==> src/rtl/mem_arbiter.sv <==
// Two-way I-cache / D-cache arbiter in front of a single cacheline memory port.
// Optional build macro: ARB_ROUND_ROBIN_EN (round-robin tie-break; default is fixed D priority).
module mem_arbiter #(
    parameter int ADDR_WIDTH = 32,
    parameter int LINE_WIDTH = 256
) (
    input  logic                  clk,
    input  logic                  rst,
    input  logic                  i_mem_read,
    input  logic [ADDR_WIDTH-1:0] i_mem_address,
    output logic [LINE_WIDTH-1:0] i_mem_rdata,
    output logic                  i_mem_resp,
    input  logic                  d_mem_read,
    input  logic                  d_mem_write,
    input  logic [ADDR_WIDTH-1:0] d_mem_address,
    input  logic [LINE_WIDTH-1:0] d_mem_wdata,
    output logic [LINE_WIDTH-1:0] d_mem_rdata,
    output logic                  d_mem_resp,
    output logic                  pmem_read,
    output logic                  pmem_write,
    output logic [ADDR_WIDTH-1:0] pmem_address,
    output logic [LINE_WIDTH-1:0] pmem_wdata,
    input  logic [LINE_WIDTH-1:0] pmem_rdata,
    input  logic                  pmem_resp,
    output logic                  arb_busy,
    output logic [1:0]            dbg_state
);

    // Handshake: a requester raises read/write with stable address/data and holds it
    // until its resp pulses for exactly one cycle; resp is pmem_resp routed to the owner.
    typedef enum logic [1:0] {
        IDLE    = 2'd0,
        SERVE_I = 2'd1,
        SERVE_D = 2'd2
    } state_t;

    state_t state, state_next;
    logic   last_d, last_d_next;
    logic   i_pend, d_pend, grant_d;

    assign i_pend = i_mem_read;
    assign d_pend = d_mem_read | d_mem_write;

`ifdef ARB_ROUND_ROBIN_EN
    assign grant_d = d_pend & (~i_pend | ~last_d);
`else
    assign grant_d = d_pend;
`endif

    always_ff @(posedge clk or negedge rst) begin
        if (!rst) begin
            state  <= IDLE;
            last_d <= 1'b0;
        end else begin
            state  <= state_next;
            last_d <= last_d_next;
        end
    end

    always_comb begin
        state_next  = state;
        last_d_next = last_d;
        case (state)
            IDLE: begin
                if (grant_d) begin
                    state_next  = SERVE_D;
                    last_d_next = 1'b1;
                end else if (i_pend) begin
                    state_next  = SERVE_I;
                    last_d_next = 1'b0;
                end
            end
            // The grant always returns through IDLE so a just-served request is dropped first.
            SERVE_I, SERVE_D: begin
                if (pmem_resp) state_next = IDLE;
            end
            default: state_next = IDLE;
        endcase
    end

    always_comb begin
        pmem_read    = 1'b0;
        pmem_write   = 1'b0;
        pmem_address = '0;
        pmem_wdata   = '0;
        i_mem_resp   = 1'b0;
        d_mem_resp   = 1'b0;
        case (state)
            SERVE_I: begin
                pmem_read    = i_mem_read;
                pmem_address = i_mem_address;
                i_mem_resp   = pmem_resp;
            end
            SERVE_D: begin
                // A simultaneous read+write from the D side is issued as the writeback.
                pmem_write   = d_mem_write;
                pmem_read    = d_mem_read & ~d_mem_write;
                pmem_address = d_mem_address;
                pmem_wdata   = d_mem_wdata;
                d_mem_resp   = pmem_resp;
            end
            default: ;
        endcase
    end

    assign i_mem_rdata = pmem_rdata;
    assign d_mem_rdata = pmem_rdata;
    assign arb_busy    = (state != IDLE);
    assign dbg_state   = state;

endmodule

==> config.mk <==
export PLATFORM = sky130hd
export DESIGN_NAME = mem_arbiter
export DESIGN_NICKNAME = d
export VERILOG_FILES = /design/src/rtl/mem_arbiter.sv
export SDC_FILE = /design/constraint.sdc
export NUM_CORES = 1
export LEC_CHECK = 0
export ABC_AREA = 1
export CORE_AREA = 3 3 543 545
export CTS_BUF_LIST = sky130_fd_sc_hd__clkbuf_8 sky130_fd_sc_hd__clkbuf_16
export CTS_CLUSTER_SIZE = 8
export DETAILED_ROUTE_END_ITERATION = 8
export DIE_AREA = 0 0 546 548
export PLACE_DENSITY = 0.3
export RECOVER_POWER = 50
export SLEW_MARGIN = 10
export SYNTH_ARGS = -nofsm -noshare
export SYNTH_HDL_FRONTEND = slang
export SYNTH_SLANG_ARGS = --single-unit
==> constraint.sdc <==
create_clock -name clk -period 1.67 [get_ports clk]
set_input_delay 0.167 -clock clk [delete_from_list [all_inputs] [get_ports clk]]
set_output_delay 0.167 -clock clk [all_outputs]
set_load 0.03 [all_outputs]
==> impl_metrics.csv <==
group,metric,value,unit
status,outcome,"complete, but fails checks",
status,violations,"negative setup slack",
finish,area_growth,199,%
floorplanning,io_pins,1389,
power,power.density,1590,nW/um^2
critical_path,arrival,1.82,ns
timing,layout_worst_path_cycle_share,119,%
detailed_routing,viasPerCell,1.57,
finish,largest_reg_flops,2,
finish,fillCellCount,34000,
yosys,syn_inst,1190,
yosys,synth_top_cell_area_share,59.0,%
grt,antenna_found_initial,142,
yosys,synth.distinct_cells,10,
yosys,synth-simple-area-share,19.3,%
grt,grt.total_usage,11.6,%
power,clockPowerShare,1.2,%
yosys,netlist_area,6560,um^2
critical_path,r2r_cells,7,
timing,finalCriticalPeriod,1.99,ns
critical_path,ff2ff_setup_slack,0.38,ns
finish,finalNonFillerCells,5280,
power,pwr-share-comb,98.5,%
finish,final_design_area_no_fill,19600,um^2
critical_path,crit_start,"dbg_state[1]",
finish,layout_commonest_cell,"clkdlybuf4s50_1",
critical_path,required,1.50,ns
power,ir_drop,0.948,mV
yosys,synth_compound_area_share,2.59,%
clocking,clockBufferDepth,2,
floorplanning,coreArea,291000,um^2
detailed_routing,drcViolationCount,0,
critical_path,cp_max_fo,7,
yosys,ys_seq_elements,2,
clocking,path_clk_slew,0.03,ns
yosys,yosys-top-cells-area,"buf_4, nand2_1, inv_1, a21oi_1, buf_2",
placement,dp.cells,5189,
grt,grt_overflow,0,
detailed_routing,wl_per_cell,34.6,um
placement,gp_congestion,0.901,
critical_path,r2r_start,"dbg_state[0]",
yosys,synth_top_family_by_area,"buffers and inverters",
power,intPower,14.5,mW
grt,grt_pass1_vias,8433,
timing,finalClockSkew,0.000804,ns
finish,fin_nets,1930,
clocking,cts_sinks,2,
detailed_routing,wirelength,182000,um
yosys,syn_nets,1775,
timing,slew_violations,0,
detailed_routing,antenna_left,0,
clocking,tritoncts,"done",
critical_path,worstSetupPathType,"flop to primary output",
floorplanning,fp-row-count,198,
power,p_leak,7.68,nW
yosys,avgSynthCellArea,5.51,um^2
clocking,clockRootBuffer,"clkbuf_16",
floorplanning,start_util,2.26,%
clocking,cts-htree-levels,1,
yosys,yosysSeqAreaShare,0.763,%
timing,worst_pin_slew,0.709,ns
yosys,yosysTopAreaCell,"buf_4",
floorplanning,dieArea,299000,um^2
critical_path,end_kind,"primary output",
finish,drive_gt1_share,52.5,%
detailed_routing,firstDrtPassIters,4,
timing,max_freq,503,MHz
clocking,clock_latency,0.22,ns
grt,grt_first_pass_wirelength,202000,um
placement,portBuffers,620,
hold_path,hold_class,"input pin to async pin",
power,p_seq_share,0.3,%
timing,finalSetupViolCount,292,
yosys,synth_warnings,0,
floorplanning,die_height,548,um
yosys,synthMuxAreaShare,0,%
finish,layout_common_cells,"clkdlybuf4s50_1, buf_12, nand2_1",
timing,setup_ws,-0.317,ns
critical_path,crit_path_start_kind,"flop",
run,cap_violations,0,
timing,maxSlewHeadroom,52.6,%
yosys,synth-adder-area-share,0.572,%
detailed_routing,vias,8289,
grt,grt_start_max_net_pins,39,
timing,rsz0062_at_grt,"true",
floorplanning,die-width,546,um
power,p_sw,16.7,mW
placement,dp_hpwl,170000,um
clocking,numCtsBuffers,3,
yosys,synth_xor_area_share,0,%
detailed_routing,drt_iter0_markers,335,
power,swShare,53.5,%
critical_path,worstReg2RegEnd,"dbg_state[1]",
placement,placed_area,17100,um^2
timing,hold_viol,0,
critical_path,crit_end,"pmem_address[30]",
## worst max-delay path, cell delays in order, from the launching register on
cell and delay (ns):
dfrtp_1 0.38, buf_6 0.13, ha_4 0.17, buf_4 0.16, buf_12 0.15, buf_12 0.13
buf_16 0.13, nand2_1 0.12, a21oi_4 0.07, buf_12 0.13
## kinds of logic (layout without fill, tap and decap cells)
kind of cell,count (synthesis),count (layout)
AO/OA/AOI/OAI,34,34
other,0,37
buffers and inverters,816,969
flip-flops,2,2
AND/OR/NAND/NOR,335,335
adder cells (fa/ha/maj),3,3
## worst min path at each step
stage                         startpoint              end  cells after the start
after floorplan                      rst     dbg_state[0]                      0
after global placement    pmem_rdata[29]  i_mem_rdata[29]                      0
after detailed placement  pmem_rdata[29]  i_mem_rdata[29]                      0
after CTS                            rst     dbg_state[1]                      1
after global routing                 rst     dbg_state[1]                      1
final                                rst     dbg_state[1]                      1
## area by class of cell
type	count	area, um^2	share of cell area (%)
inverters	265	1160	5.91
repair buffers	701	10500	53.4
diodes	37	92.6	0.472
flip-flops and latches	2	50.0	0.255
clock buffers	3	75.1	0.383
well taps	3900	4880	24.9
multi-input cells	372	2890	14.7
## timing repair
| action | in CTS | in global routing |
|---|---|---|
| cloned | 16 | 10 |
| pin swaps | 54 | 37 |
| setup buffers | 23 | 12 |
| resized for setup | 339 | 214 |
| setup endpoints to repair | 294 | 294 |
| hold buffers | 0 | 0 |
## Yosys cell counts, drive strengths merged
cell    instances
nand2         332
dfrtp           2
nand3b          2
a21oi          34
nor2            1
inv           265
ha              3
buf           551
## power by group through the flow
stage	clock network, mW	registers, mW	logic [mW]
after floorplan	0	0.131	10.8
after global placement	0	0.0860	24.7
after detailed placement	0	0.0838	24.7
after CTS	0.372	0.0870	29.6
after global routing	0.374	0.0924	32.3
final	0.367	0.0884	30.8
## metal layers
metal,GRT usage (%),vias to the layer above,share of wire (%)
li1,-,3177,-
met1,6.88,3375,21
met2,17.5,1218,42
met3,18.2,445,33
met4,3.23,74,4.1
met5,0.0317,-,0.28
## stage by stage
stage | hold slack [ns] | util, % | setup TNS, ns | power [mW] | worst slack [ns]
finish | 0.166 | 6.75 | -59.31 | 31.2 | -0.317
global route | 0.181 | 6.72 | -78.86 | 32.8 | -0.384
CTS | 0.170 | 6.45 | -80.93 | 30.1 | -0.412
detailed placement | 0.334 | 5.87 | -25.83 | 24.8 | -0.389
global placement | 0.334 | 5.87 | -26.84 | 24.8 | -0.405
floorplan | -0.129 | - | -0.171 | 10.9 | -0.0719
(Power assumes the default switching activity.)
